$ cat src/rtl/dm_pkg.sv
// Shared debug-module types: DTM op encoding, DM CSR addresses and sequencer state.
package dm_pkg;

  localparam int unsigned DataCount = 12;

  typedef enum logic [1:0] {
    DTM_NOP   = 2'd0,
    DTM_READ  = 2'd1,
    DTM_WRITE = 2'd2
  } dtm_op_e;

  typedef enum logic [6:0] {
    Data0        = 7'h04,
    Data11       = 7'h0F,
    DMControl    = 7'h10,
    DMStatus     = 7'h11,
    Hartinfo     = 7'h12,
    AbstractCS   = 7'h16,
    Command      = 7'h17,
    AbstractAuto = 7'h18,
    ProgBuf0     = 7'h20,
    SBCS         = 7'h38
  } dm_csr_t;

  typedef enum logic [1:0] {
    StIdle,
    StReq,
    StResp,
    StDone
  } state_e;

endpackage

$ cat src/rtl/dm_csr_seq_if.sv
// Command, DMI request/response and read-data signals of the CSR sequencer.
interface dm_csr_seq_if;
  logic        cmd_valid_i;
  logic        cmd_ready_o;
  logic        cmd_write_i;
  logic [6:0]  cmd_addr_i;
  logic [3:0]  cmd_count_i;
  logic [31:0] cmd_wdata_i;

  logic        dmi_req_valid_o;
  logic        dmi_req_ready_i;
  logic [6:0]  dmi_req_addr_o;
  logic [1:0]  dmi_req_op_o;
  logic [31:0] dmi_req_data_o;

  logic        dmi_resp_valid_i;
  logic        dmi_resp_ready_o;
  logic [31:0] dmi_resp_data_i;
  logic        dmi_resp_err_i;

  logic        rdata_valid_o;
  logic [31:0] rdata_o;
  logic [3:0]  rdata_idx_o;
  logic        done_o;
  logic        err_o;

  modport slave (
    input  cmd_valid_i, cmd_write_i, cmd_addr_i, cmd_count_i, cmd_wdata_i,
    input  dmi_req_ready_i, dmi_resp_valid_i, dmi_resp_data_i, dmi_resp_err_i,
    output cmd_ready_o, dmi_req_valid_o, dmi_req_addr_o, dmi_req_op_o, dmi_req_data_o,
    output dmi_resp_ready_o, rdata_valid_o, rdata_o, rdata_idx_o, done_o, err_o
  );

  modport master (
    output cmd_valid_i, cmd_write_i, cmd_addr_i, cmd_count_i, cmd_wdata_i,
    output dmi_req_ready_i, dmi_resp_valid_i, dmi_resp_data_i, dmi_resp_err_i,
    input  cmd_ready_o, dmi_req_valid_o, dmi_req_addr_o, dmi_req_op_o, dmi_req_data_o,
    input  dmi_resp_ready_o, rdata_valid_o, rdata_o, rdata_idx_o, done_o, err_o
  );
endinterface

$ cat src/rtl/dm_csr_seq.sv
// Sequences a multi-register CSR read/write command into single DMI accesses,
// one outstanding request at a time.
module dm_csr_seq
  import dm_pkg::*;
#(
  parameter int unsigned MaxCount  = DataCount,
  parameter bit          ErrOnWrap = 1'b1
) (
  input logic        clk_i,
  input logic        rst_ni,
  dm_csr_seq_if.slave bus
);

  localparam logic [4:0] MaxCnt = 5'(MaxCount);

  state_e      state_q, state_d;
  logic [6:0]  addr_q;
  logic [3:0]  count_q, idx_q;
  logic        write_q;
  logic [31:0] wdata_q;
  logic        err_q;
  logic        rvalid_q;
  logic [31:0] rdata_q;
  logic [3:0]  ridx_q;

  logic       cmd_fire, resp_fire, reject, more;
  logic [7:0] last_addr;
  logic [3:0] idx_next;

  assign cmd_fire  = bus.cmd_valid_i && (state_q == StIdle);
  assign resp_fire = bus.dmi_resp_valid_i && (state_q == StResp);

  // Range end in 8 bits so a run past 7'h7F is visible rather than wrapping.
  assign last_addr = {1'b0, bus.cmd_addr_i} + {4'b0, bus.cmd_count_i} - 8'd1;
  assign reject    = ErrOnWrap && ((last_addr > 8'h7F) || ({1'b0, bus.cmd_count_i} > MaxCnt));
  assign idx_next  = idx_q + 4'd1;
  assign more      = idx_next < count_q;

  always_ff @(posedge clk_i or negedge rst_ni) begin
    if (!rst_ni) state_q <= StIdle;
    else         state_q <= state_d;
  end

  always_comb begin
    state_d = state_q;
    case (state_q)
      StIdle: if (cmd_fire) begin
        if (bus.cmd_count_i == 4'd0 || reject) state_d = StDone;
        else                                   state_d = StReq;
      end
      StReq:  if (bus.dmi_req_ready_i) state_d = StResp;
      StResp: if (resp_fire) begin
        if (bus.dmi_resp_err_i || !more) state_d = StDone;
        else                             state_d = StReq;
      end
      StDone: state_d = StIdle;
      default: state_d = StIdle;
    endcase
  end

  always_ff @(posedge clk_i or negedge rst_ni) begin
    if (!rst_ni) begin
      addr_q   <= '0;
      count_q  <= '0;
      idx_q    <= '0;
      write_q  <= 1'b0;
      wdata_q  <= '0;
      err_q    <= 1'b0;
      rvalid_q <= 1'b0;
      rdata_q  <= '0;
      ridx_q   <= '0;
    end else begin
      rvalid_q <= 1'b0;
      if (cmd_fire) begin
        addr_q  <= bus.cmd_addr_i;
        count_q <= bus.cmd_count_i;
        write_q <= bus.cmd_write_i;
        wdata_q <= bus.cmd_wdata_i;
        idx_q   <= '0;
        err_q   <= (bus.cmd_count_i != 4'd0) && reject;
      end
      if (resp_fire) begin
        if (bus.dmi_resp_err_i) begin
          err_q <= 1'b1;
        end else begin
          idx_q <= idx_next;
          if (!write_q) begin
            rvalid_q <= 1'b1;
            rdata_q  <= bus.dmi_resp_data_i;
            ridx_q   <= idx_q;
          end
        end
      end
    end
  end

  // Request fields are driven only while a request is offered; the bus idles at zero.
  always_comb begin
    bus.cmd_ready_o      = (state_q == StIdle);
    bus.dmi_req_valid_o  = (state_q == StReq);
    bus.dmi_req_addr_o   = '0;
    bus.dmi_req_op_o     = DTM_NOP;
    bus.dmi_req_data_o   = '0;
    bus.dmi_resp_ready_o = (state_q == StResp);
    bus.done_o           = (state_q == StDone);
    bus.err_o            = err_q;
    bus.rdata_valid_o    = rvalid_q;
    bus.rdata_o          = rdata_q;
    bus.rdata_idx_o      = ridx_q;
    if (state_q == StReq) begin
      bus.dmi_req_addr_o = addr_q + {3'b0, idx_q};
      bus.dmi_req_op_o   = write_q ? DTM_WRITE : DTM_READ;
      bus.dmi_req_data_o = wdata_q;
    end
  end

endmodule

$ cat src/flat_wrapper.sv
// flat-port wrapper written by rule: the top's interface ports become plain ports
module dm_csr_seq_flat import dm_pkg::*;
#(
  parameter int unsigned MaxCount  = DataCount,
  parameter bit          ErrOnWrap = 1'b1
)
  (clk_i, rst_ni, bus_cmd_valid_i, bus_cmd_write_i, bus_cmd_addr_i, bus_cmd_count_i, bus_cmd_wdata_i, bus_dmi_req_ready_i, bus_dmi_resp_valid_i, bus_dmi_resp_data_i, bus_dmi_resp_err_i, bus_cmd_ready_o, bus_dmi_req_valid_o, bus_dmi_req_addr_o, bus_dmi_req_op_o, bus_dmi_req_data_o, bus_dmi_resp_ready_o, bus_rdata_valid_o, bus_rdata_o, bus_rdata_idx_o, bus_done_o, bus_err_o);
  dm_csr_seq_if bus_i ();
  input logic clk_i;
  input logic rst_ni;
  input wire logic [$bits(bus_i.cmd_valid_i)-1:0] bus_cmd_valid_i;
  input wire logic [$bits(bus_i.cmd_write_i)-1:0] bus_cmd_write_i;
  input wire logic [$bits(bus_i.cmd_addr_i)-1:0] bus_cmd_addr_i;
  input wire logic [$bits(bus_i.cmd_count_i)-1:0] bus_cmd_count_i;
  input wire logic [$bits(bus_i.cmd_wdata_i)-1:0] bus_cmd_wdata_i;
  input wire logic [$bits(bus_i.dmi_req_ready_i)-1:0] bus_dmi_req_ready_i;
  input wire logic [$bits(bus_i.dmi_resp_valid_i)-1:0] bus_dmi_resp_valid_i;
  input wire logic [$bits(bus_i.dmi_resp_data_i)-1:0] bus_dmi_resp_data_i;
  input wire logic [$bits(bus_i.dmi_resp_err_i)-1:0] bus_dmi_resp_err_i;
  output wire logic [$bits(bus_i.cmd_ready_o)-1:0] bus_cmd_ready_o;
  output wire logic [$bits(bus_i.dmi_req_valid_o)-1:0] bus_dmi_req_valid_o;
  output wire logic [$bits(bus_i.dmi_req_addr_o)-1:0] bus_dmi_req_addr_o;
  output wire logic [$bits(bus_i.dmi_req_op_o)-1:0] bus_dmi_req_op_o;
  output wire logic [$bits(bus_i.dmi_req_data_o)-1:0] bus_dmi_req_data_o;
  output wire logic [$bits(bus_i.dmi_resp_ready_o)-1:0] bus_dmi_resp_ready_o;
  output wire logic [$bits(bus_i.rdata_valid_o)-1:0] bus_rdata_valid_o;
  output wire logic [$bits(bus_i.rdata_o)-1:0] bus_rdata_o;
  output wire logic [$bits(bus_i.rdata_idx_o)-1:0] bus_rdata_idx_o;
  output wire logic [$bits(bus_i.done_o)-1:0] bus_done_o;
  output wire logic [$bits(bus_i.err_o)-1:0] bus_err_o;
  assign bus_i.cmd_valid_i = bus_cmd_valid_i;
  assign bus_i.cmd_write_i = bus_cmd_write_i;
  assign bus_i.cmd_addr_i = bus_cmd_addr_i;
  assign bus_i.cmd_count_i = bus_cmd_count_i;
  assign bus_i.cmd_wdata_i = bus_cmd_wdata_i;
  assign bus_i.dmi_req_ready_i = bus_dmi_req_ready_i;
  assign bus_i.dmi_resp_valid_i = bus_dmi_resp_valid_i;
  assign bus_i.dmi_resp_data_i = bus_dmi_resp_data_i;
  assign bus_i.dmi_resp_err_i = bus_dmi_resp_err_i;
  assign bus_cmd_ready_o = bus_i.cmd_ready_o;
  assign bus_dmi_req_valid_o = bus_i.dmi_req_valid_o;
  assign bus_dmi_req_addr_o = bus_i.dmi_req_addr_o;
  assign bus_dmi_req_op_o = bus_i.dmi_req_op_o;
  assign bus_dmi_req_data_o = bus_i.dmi_req_data_o;
  assign bus_dmi_resp_ready_o = bus_i.dmi_resp_ready_o;
  assign bus_rdata_valid_o = bus_i.rdata_valid_o;
  assign bus_rdata_o = bus_i.rdata_o;
  assign bus_rdata_idx_o = bus_i.rdata_idx_o;
  assign bus_done_o = bus_i.done_o;
  assign bus_err_o = bus_i.err_o;
  dm_csr_seq #(.MaxCount(MaxCount), .ErrOnWrap(ErrOnWrap)) u_core (.clk_i(clk_i), .rst_ni(rst_ni), .bus(bus_i));
endmodule
$ cat config.mk
export PLATFORM = sky130hd
export DESIGN_NAME = dm_csr_seq_flat
export DESIGN_NICKNAME = d
export VERILOG_FILES = /design/src/rtl/dm_pkg.sv /design/src/rtl/dm_csr_seq_if.sv /design/src/rtl/dm_csr_seq.sv /design/src/flat_wrapper.sv
export SDC_FILE = /design/constraint.sdc
export NUM_CORES = 1
export LEC_CHECK = 0
export CORE_MARGIN = 2
export CORE_UTILIZATION = 40
export DETAILED_ROUTE_END_ITERATION = 10
export PLACE_DENSITY_LB_ADDON = 0.08
export SLEW_MARGIN = 20
export SYNTH_ARGS = -nofsm -noshare
export SYNTH_HDL_FRONTEND = slang
export SYNTH_SLANG_ARGS = --single-unit
$ cat constraint.sdc
create_clock -name clk_i -period 1.8 [get_ports clk_i]
set_clock_uncertainty 0.15 [all_clocks]
set_input_delay 0.18 -clock clk_i [delete_from_list [all_inputs] [get_ports clk_i]]
set_output_delay 0.18 -clock clk_i [all_outputs]
set_load 0.005 [all_outputs]
**Yosys cells after proc, flatten, opt, wreduce, memory -nomap -nowiden**

Index checks and enable logic that the tools add are counted.

- Flip-flop bits (word level): 88

- Add/sub/neg operators: 4
- Order comparisons: 3
- Eq/ne operators: 6
- Muxes and demuxes: 19
- Bitwise operators: 2
- Reductions and logical operators: 12

Operator list:

| cell | count |
|---|---|
| $mux 32 | 1 |
| $mux 2 | 7 |
| $mux 4 | 3 |
| $add 7x4->8 | 1 |
| $gt 8x7->1 const B | 1 |
| $pmux 2 s4 | 1 |
| $sub 8x1->8 const B | 1 |
| $add 7x4->7 | 1 |
| $mux 7 | 1 |
| $mux 1 | 6 |
| $reduce_and 3->1 | 2 |
| $add 4x1->4 const B | 1 |
| $eq 2x2->1 const B | 2 |
| $gt 4x4->1 const B | 1 |
| $logic_not 4->1 | 1 |
| $lt 4x4->1 | 1 |
| $ne 2x1->1 const B | 2 |
| $reduce_bool 4->1 | 1 |
| $logic_and 1x1->1 | 3 |
| $logic_or 1x1->1 | 3 |
| $eq 2x1->1 const B | 1 |
| $logic_not 2->1 | 1 |
| $ne 2x2->1 const B | 1 |
| $not 1->1 | 2 |
| $logic_not 1->1 | 1 |

**Logic depth before layout (Yosys ltp)**

Gate-level depths: netlist of run 1.

- Word-level depth: 8
- Depth in mapped cells: 9
- Gate-level depth less buffers: 9

**Worst setup path before layout of run 1**

Ideal clock, no wire load.

- Path kind: flip-flop to output port
- Start: reg u_core.idx_q[0]
- End: out bus_dmi_req_addr_o[6]
- Data arrival time: 1.691 ns
- Data required time: 1.470 ns
- Path slack: -0.221 ns
- Cell stages (with the launch flop): 7
- Buffers on the path: 0
- Path through: dfrtp_1 ha_1 fa_1 a21o_1 a21oi_1 o21ai_0 a21oi_1

- Word-level cells in the longest chain between the ends: 2

RTL lines:

| element | RTL line | source |
|---|---|---|
| from (decl) | dm_csr_seq.sv:18 | `logic [3:0] count_q, idx_q;` |
| from (signal assigned) | dm_csr_seq.sv:86 | `idx_q <= idx_next;` |
| $add 7x4->7 | dm_csr_seq.sv:111 | `bus.dmi_req_addr_o = addr_q + {3'b0, idx_q};` |
| $mux 7 | dm_csr_seq.sv:110 | `if (state_q == StReq) begin` |
| to (decl) | flat_wrapper.sv:22 | `output wire logic [$bits(bus_i.dmi_req_addr_o)-1:0] bus_dmi_req_addr_o;` |

No other way between the ends.

**Worst setup path in the final report of run 1**

- Start: reg u_core.addr_q[0]
- End: out bus_dmi_req_addr_o[4]

- Word-level cells in the longest chain between the ends: 2

RTL lines:

| element | RTL line | source |
|---|---|---|
| from (decl) | dm_csr_seq.sv:17 | `logic [6:0] addr_q;` |
| from (signal assigned) | dm_csr_seq.sv:75 | `addr_q <= bus.cmd_addr_i;` |
| $add 7x4->7 | dm_csr_seq.sv:111 |  |
| $mux 7 | dm_csr_seq.sv:110 |  |

No other way between the ends.

==> results of run 1 <==
==> report_power, final <==
| part | total [W] | internal [W] | switching [W] |
|---|---|---|---|
| combinational | 0.00549 | 0.00346 | 0.00203 |
| sequential | 0.00339 | 0.00286 | 0.000524 |
| clock | 0.00157 | 0.000862 | 0.000706 |
==> sequential cells by signal, summed over array words and instances (netlist names) <==
signal,count
u_core.bus.rdata_o,32
u_core.idx_q,4
u_core.count_q,4
u_core.addr_q,7
u_core.write_q,1
u_core.bus.rdata_idx_o,4
u_core.wdata_q,32
u_core.bus.rdata_valid_o,1
u_core.state_q,2
u_core.bus.err_o,1
==> critical path, cell delays in order, from the launching register on <==
cell and delay [ns]:
dfrtp_1 0.40, ha_2 0.20, fa_2 0.35, a21o_1 0.17
a21oi_2 0.18, xor2_1 0.16, nor2_1 0.06, buf_2 0.12
==> stage by stage <==
step	hold slack, ns	setup TNS [ns]
finish	0.03282	-5.550
global route	0.04877	-9.070
CTS	0.03307	-8.878
detailed placement	-0.1341	-14.77
global placement	-0.1323	-12.87
floorplan	-0.2656	-3.014
==> layer usage <==
metal,up-vias,share of wire,track usage
li1,1780,-,-
met1,1789,0.42,0.2639
met2,124,0.49,0.3441
met3,15,0.065,0.03874
met4,0,0.017,0.07234
met5,-,0,0
==> layout by cell type (no fill, tap or decap), drive strengths merged, types with 3 or more instances in the layout <==
master / synthesis / layout
clkbuf: 12 / 14
mux2: 36 / 36
ha: 16 / 16
a211oi: 3 / 3
and2: 37 / 37
a21oi: 7 / 7
nand2: 125 / 125
dfrtp: 88 / 88
inv: 20 / 20
nand3: 6 / 6
xor2: 3 / 3
buf: 6 / 109
mux2i: 3 / 3
o21ai: 18 / 18
nor2: 12 / 12
dlygate4sd2: 0 / 4
clkdlybuf4s50: 0 / 112
==> worst min path at each step <==
stage,start,endpoint,slack (ns),depth (start not counted)
6_report,bus_cmd_count_i[2],u_core.count_q[2]$_DFFE_PN0P_,0.03,3
5_1_grt,rst_ni,u_core.bus.rdata_o[6]$_DFFE_PN0P_,0.05,2
4_1_cts,rst_ni,u_core.bus.rdata_o[6]$_DFFE_PN0P_,0.03,2
3_5_place_dp,rst_ni,u_core.bus.rdata_o[6]$_DFFE_PN0P_,-0.13,1
3_3_place_gp,rst_ni,u_core.bus.rdata_o[6]$_DFFE_PN0P_,-0.13,1
2_1_floorplan,rst_ni,u_core.addr_q[0]$_DFFE_PN0P_,-0.27,0
==> timing repair <==
action | 4_1_cts | 5_1_grt
gates cloned | 5 | 2
setup endpoints to repair | 95 | 93
buffers inserted | 13 | 11
pin swaps | 32 | 48
hold endpoints to repair | 88 | 0
gates resized for setup | 225 | 116
hold buffers | 1 | 0
==> area by class of cell <==
cell class	instances	area, µm²
Fill cell	821	3115
Sequential cell	88	2202
Timing Repair Buffer	230	2381
Clock inverter	4	76.32
Tap cell	136	170.2
Multi-Input combinational cell	287	2187
Clock buffer	12	155.1
Inverter	20	82.58
==> cell families after synthesis <==
family                     count (synthesis)  share of synthesized area
AOI/OAI and AO/OA                         36                    0.04811
muxes                                     39                     0.1268
and+or+nand+nor                          190                     0.2020
buffers and inverters                     38                    0.04839
DFF                                       88                     0.5131
adders and majority gates                 17                    0.05131
xor gates and xnor gates                   5                    0.01021
==> results.toml, run 1 <==
[outcome]
status = "complete, but fails checks"
violations = "setup timing"

[clocking]
clock_latency_ns = 0.34
clk_path_buf_depth = 2
cts_tree = "built"
clock_sinks = 88
htree_levels = 3
cts_made_buffers = 9
path_clk_slew_ns = 0.09
cts_root_buf = "clkbuf_8"

[placed_design]
io_buffers = 164
place_area_um2 = 6330
dp.cells = 735
hpwlAfterDp_mm = 8.015
gp_congestion = 0.7720
place_ws_ns = -0.7063

[timing]
fmax_mhz = 430.1
fin_ws_ns = -0.5250
rsz0062_at_grt = "yes"
maxSlewViolCount = 0
worst_pin_slew_ns = 0.3427
slew-limit-headroom = 0.7715
fin_crit_ns = 2.325
hold_viol = 0
setup_violations = 67
finalCritPeriodShare = 1.292

[setup_path]
crit_end = "bus_dmi_req_addr_o[4]"
reg2regPathDepth = 9
worstPathArrival_ns = 1.99
r2r-start = "u_core.idx_q[1]$_DFF_PN0_"
worstPathRequired_ns = 1.47
crit_path_end_kind = "output port"
r2r_slack_ns = -0.16
crit_type = "flip-flop to output port"
critPathLaunch = "u_core.addr_q[0]$_DFFE_PN0P_"
worstPathMaxFanout = 3
cp-start-kind = "flip-flop"
r2r_end = "u_core.state_q[1]$_DFFE_PN0P_"

[floorplanning]
design.die.area_um2 = 11570
fp-row-count = 37
die_h_um = 107.6
ios = 165
initial_core_util = 0.4139
core_area_um2 = 10370
fp.dieW_um = 107.6

[cells_and_area]
drive_above_1_share = 0.3604
final_area_um2 = 7254
antennaDiodeCount = 0
layout.nets = 735
syn2layout_area_growth_pct = 69.04
post-route-util = 0.6996
final_cells = 777

[yosys]
syn_area_um2 = 4292
synth-main-ff-cell = "dfrtp_1"
yosys.area.top_type = "dfrtp_1"
synth_common_cells = "nand2_1, dfrtp_1, and2_1"
netlist.area_leader.share = 0.5131
synth-seq-area-share = 0.5131
syn_inst = 413
ys_ff_latch = 88
synth_area_leaders = "dfrtp_1, nand2_1, mux2_4"
syn_nets = 512
synth_edf_count = 0
async_flop_share = 1.000
synth_cell_types = 36
ys_warn_count = 0
yosysMostFrequentCell = "nand2_1"
synth.avg_cell_area_um2 = 10.39

[global_route]
grt_pass1_wl_mm = 18.57
grt_start_max_net_pins = 38
antenna_found_initial = 0
grt_pass1_vias = 3789
track_usage = 0.2047
overflow = 0

[drt]
firstDrtPassIters = 6
ant_nets = 0
routed-via-count = 3708
initialDrtViolationCount = 122
vias_per_cell = 4.772
wire_per_inst_um = 15.35
drt_wl_total_mm = 11.93
drcViolationCount = 0

[hold_path]
hold_class = "input port to flip-flop"

[power]
p_leak_nw = 3.548
power.density_nw_per_um2 = 1440
finalPower_w = 0.01045
peakVddDrop_mv = 0.6667

[run]
drv_cap = 0
Power figures use the tool's default switching activity.
==> inputs of run 2 (changes only) <==
Settings changed: GPL_TIMING_DRIVEN from default to 0.
==> results.toml, run 2 (synthesis results as in run 1) <==
[outcome]
status = "complete, but fails checks"
violations = "setup timing"

[drt]
initialDrtViolationCount = 171
drcViolationCount = 0
routed-via-count = 3622
firstDrtPassIters = 4
wire_per_inst_um = 15.00
ant_nets = 0
vias_per_cell = 4.698
drt_wl_total_mm = 11.57

[global_route]
track_usage = 0.2026
grt_pass1_vias = 3632
grt_pass1_wl_mm = 18.24
antenna_found_initial = 0
overflow = 0
grt_start_max_net_pins = 53

[setup_path]
crit_path_max_incr_delay_ns = 0.43
r2r_end = "u_core.state_q[1]$_DFFE_PN0P_"
crit_path_end_kind = "output port"
reg2regPathDepth = 9
cp-start-kind = "flip-flop"
cp_slowest_cell = "dfrtp_1"
r2r-start = "u_core.idx_q[1]$_DFF_PN0_"
worstPathArrival_ns = 2.02
worstPathRequired_ns = 1.47
r2r_slack_ns = -0.26
cp_cell_sequence = "ha_4, fa_2, a21o_1, a21oi_2, buf_4, xor2_1, nor2_1, buf_2"
worstPathMaxFanout = 2
crit_type = "flip-flop to output port"

[timing]
maxSlewViolCount = 0
finalCritPeriodShare = 1.307
fmax_mhz = 425.0
worst_pin_slew_ns = 0.4880
whs_ns = 0.01621
fin_ws_ns = -0.5527
slew-limit-headroom = 0.6747
finalSetupTns_ns = -9.217
setup_violations = 59
hold_viol = 0
fin_crit_ns = 2.353
rsz0062_at_grt = "yes"

[cells_and_area]
layout.cells.most_common = "nand2_1"
antennaDiodeCount = 0
post-route-util = 0.6864
syn2layout_area_growth_pct = 65.86
final_cell_mix = "nand2_1, clkdlybuf4s50_1, dfrtp_1"
drive_above_1_share = 0.3480
layout.nets = 730

[clocking]
clock_sinks = 88
cts_tree = "built"
htree_levels = 3
path_clk_slew_ns = 0.08
cts_made_buffers = 9
clock_latency_ns = 0.35
cts_root_buf = "clkbuf_8"
clk_path_buf_depth = 2

[placed_design]
hpwlAfterDp_mm = 7.796
io_buffers = 164
gp_congestion = 0.7720

[hold_path]
hold_depth = 3
hold_class = "input port to flip-flop"
hp-start = "bus_cmd_count_i[2]"
min_to = "u_core.count_q[2]$_DFFE_PN0P_"

[run]
drv_cap = 0

[power]
finalPower_w = 0.01002
p_leak_nw = 3.476
p_clk_frac = 0.134
power.density_nw_per_um2 = 1408
pwr-share-comb = 0.526
p_switching_w = 0.003172
peakVddDrop_mv = 0.6570
p_int_w = 0.006849
sequentialPowerShare = 0.339
p_sw_frac = 0.3165

[floorplanning]
die_h_um = 107.6
fp.dieW_um = 107.6
ios = 165
design.die.area_um2 = 11570
core_area_um2 = 10370
fp-row-count = 37
initial_core_util = 0.4139
-- run 2: worst max-delay path: cells and delay by family (launching register included) --
family / cells / cell delay, ns
adder cells (fa/ha/maj): 2 / 0.51
buffers and inverters: 2 / 0.25
flip-flops: 1 / 0.43
XOR/XNOR: 1 / 0.13
AND/OR/NAND/NOR: 1 / 0.05
AO/OA/AOI/OAI: 2 / 0.31
-- run 2: how the worst max path moves through the flow --
stage                                   from                                    end  depth (start not counted)
3_3_place_gp                          rst_ni          u_core.wdata_q[8]$_DFFE_PN0P_                          1
3_5_place_dp              bus_cmd_count_i[2]             u_core.bus.err_o$_DFF_PN0_                         10
2_1_floorplan  u_core.state_q[0]$_DFFE_PN0P_  u_core.bus.rdata_idx_o[0]$_DFFE_PN0P_                          7
6_report        u_core.addr_q[0]$_DFFE_PN0P_                  bus_dmi_req_addr_o[4]                          8
4_1_cts            u_core.idx_q[0]$_DFF_PN0_                  bus_dmi_req_addr_o[4]                          8
5_1_grt            u_core.idx_q[0]$_DFF_PN0_                  bus_dmi_req_addr_o[6]                          8
-- run 2: power groups by stage --
| stage | sequential [W] | combinational (W) | clock, W |
|---|---|---|---|
| after CTS | 0.00336 | 0.00479 | 0.00137 |
| final | 0.00340 | 0.00528 | 0.00134 |
| after global routing | 0.00352 | 0.00573 | 0.00148 |
| after detailed placement | 0.00341 | 0.00408 | 0 |
| after global placement | 0.00337 | 0.00401 | 0 |
| after floorplan | 0.00335 | 0.00195 | 0 |
-- run 2: cell type report --
| cell class | count | area (µm²) |
|---|---|---|
| Fill cell | 800 | 3252 |
| Sequential cell | 88 | 2208 |
| Multi-Input combinational cell | 287 | 2158 |
| Timing Repair Buffer | 210 | 2150 |
| Tap cell | 136 | 170.2 |
| Buffer | 15 | 162.7 |
| Clock buffer | 11 | 141.4 |
| Inverter | 20 | 82.58 |
| Clock inverter | 4 | 45.04 |
-- run 2: metrics by stage --
step / instances / setup slack [ns] / instance area, µm²
2_1_floorplan: 413 / -0.1016 / 4300
3_3_place_gp: 713 / -2.813 / 6112
3_5_place_dp: 714 / -0.8308 / 6137
4_1_cts: 767 / -0.5721 / 6819
5_1_grt: 771 / -0.6438 / 7118
6_report: 771 / -0.5527 / 7118
-- run 2: routing by layer --
metal,GRT usage,wire [µm],up-vias
met4,0.06136,104,0
met5,0,0,-
li1,-,-,1765
met1,0.2649,5083,1729
met2,0.3342,5610,120
met3,0.04782,767,8
-- run 2: repair_timing --
action | in CTS | in global routing
hold buffers | 1 | 0
endpoints found under the setup margin | 121 | 103
hold endpoints to repair | 36 | 0
cloned | 5 | 0
gates resized for setup | 260 | 79
pin swaps | 38 | 26
buffers inserted | 33 | 7
==> inputs of run 3 (changes only) <==
Settings changed: CORE_MARGIN 2 to 4, CORE_UTILIZATION 40 to 44.
Clock period 1.8 ns to 2.4 ns, I/O delays scaled along.
==> results.toml, run 3 (synthesis results as in run 1) <==
[global_route]
grt_pass1_vias = 3541
grt_pass1_wl_mm = 16.86
antenna_found_initial = 0
track_usage = 0.1851
grt_start_max_net_pins = 50
overflow = 0

[timing]
fin_crit_ns = 2.526
fin_ws_ns = -0.1264
worst_pin_slew_ns = 0.6257
hold_viol = 0
fmax_mhz = 395.8
maxSlewViolCount = 0
finalCritPeriodShare = 1.053
rsz0062_at_grt = "yes"
slew-limit-headroom = 0.5829
setup_violations = 13

[floorplanning]
core_area_um2 = 9371
fp-row-count = 35
initial_core_util = 0.4579
design.die.area_um2 = 11400
ios = 165
fp.dieW_um = 106.8
die_h_um = 106.8

[drt]
ant_nets = 0
vias_per_cell = 4.760
drt_wl_total_mm = 10.49
initialDrtViolationCount = 122
wire_per_inst_um = 14.39
drcViolationCount = 0
routed-via-count = 3470
firstDrtPassIters = 4

[cells_and_area]
layout.nets = 694
final_cell_mix = "clkdlybuf4s50_1, nand2_1, dfrtp_1"
layout.cells.most_common = "clkdlybuf4s50_1"
post-route-util = 0.6838
drive_above_1_share = 0.1417
final_area_um2 = 6409
antennaDiodeCount = 0
syn2layout_area_growth_pct = 49.33

[setup_path]
crit_path_end_kind = "output port"
r2r_slack_ns = 0.35
worstPathMaxFanout = 5
worstPathArrival_ns = 2.14
cp-start-kind = "flip-flop"
crit_type = "flip-flop to output port"
worstPathRequired_ns = 2.01

[clocking]
clock_sinks = 88
path_clk_slew_ns = 0.09
cts_made_buffers = 9
cts_tree = "built"
htree_levels = 3
clock_latency_ns = 0.35
clk_path_buf_depth = 2
cts_root_buf = "clkbuf_8"

[power]
peakVddDrop_mv = 0.5428
p_leak_nw = 3.009
power.density_nw_per_um2 = 1033

[outcome]
status = "complete, but fails checks"
violations = "setup timing"

[hold_path]
hold_class = "input port to flip-flop"

[run]
drv_cap = 0

[placed_design]
place_area_um2 = 6112
gp_congestion = 0.7805
io_buffers = 164
hpwlAfterDp_mm = 8.062
-- run 3: changes by cell type in the layout (fill, tap and decap cells not counted), moves of 5 or more --
cell,before,now
clkdlybuf4s50_1,110,157
buf_6,40,2
and2_1,5,37
and2_4,31,0
buf_4,26,6
buf_2,12,2
clkbuf_1,1,9
mux2_2,0,7
mux2_4,36,29
clkbuf_2,7,1
buf_8,5,0
-- run 3: final timing paths --
kind / start / endpoint / cells past startpoint
max in group asynchronous: rst_ni / u_core.idx_q[1]$_DFF_PN0_ / 3
hold reg to reg: u_core.wdata_q[20]$_DFFE_PN0P_ / u_core.wdata_q[20]$_DFFE_PN0P_ / 2
hold / removal: bus_cmd_wdata_i[25] / u_core.wdata_q[25]$_DFFE_PN0P_ / 3
min in group asynchronous: rst_ni / u_core.bus.rdata_o[27]$_DFFE_PN0P_ / 2
setup / recovery: u_core.idx_q[1]$_DFF_PN0_ / bus_dmi_req_addr_o[4] / 8
setup reg to reg: u_core.idx_q[0]$_DFF_PN0_ / u_core.state_q[1]$_DFFE_PN0P_ / 8
-- run 3: repair_timing --
action	in CTS	in global routing
pin swaps	6	5
resized for setup	33	2
hold endpoints to repair	48	0
hold buffers	1	0
endpoints found under the setup margin	41	31
buffers inserted	4	1
-- run 3: critical path: stages (launching register included) --
cell and delay [ns]:
dfrtp_2 0.41, buf_4 0.16, fa_2 0.39, a21o_1 0.22, a21oi_2 0.17, buf_4 0.13, xor2_1 0.13, nor2_1 0.06
buf_2 0.12
-- run 3: where the power goes --
part	internal (W)	switching (W)
registers	0.00215	0.000368
logic	0.00191	0.00123
clock network	0.000438	0.000528
total	0.00450	0.00212
-- run 3: layer usage --
layer | share of wire | vias up | GRT usage | wire length, µm
met5 | 0 | - | 0 | 0
met4 | 0.025 | 0 | 0.07854 | 261
met3 | 0.076 | 21 | 0.05479 | 796
met2 | 0.47 | 119 | 0.3013 | 4907
met1 | 0.43 | 1636 | 0.2296 | 4527
li1 | - | 1694 | - | -
-- run 3: layout make-up --
class                      instances  area, µm²
fill                             787       2963
sequential                        88       2207
multi-input combinational        287       1929
timing repair buffer             171       1694
tap                              129      161.4
clock buffer                      11      151.4
buffer                            18      150.1
inverter                          20      75.07
clock inverter                     5      40.04
-- run 3: metrics by stage --
stage               total power (W)  hold slack (ns)  cells  setup TNS (ns)  worst slack, ns
detailed placement         0.005620           0.1509    707          -3.896          -0.3473
global placement           0.005523           0.2992    706         -206.30           -2.319
global route               0.007144           0.2481    729          -3.324          -0.2176
CTS                        0.006719           0.2414    728          -1.400          -0.1346
finish                     0.006622           0.2555    729         -0.3362          -0.1264
floorplan                  0.003970          -0.2056    413               0           0.3192
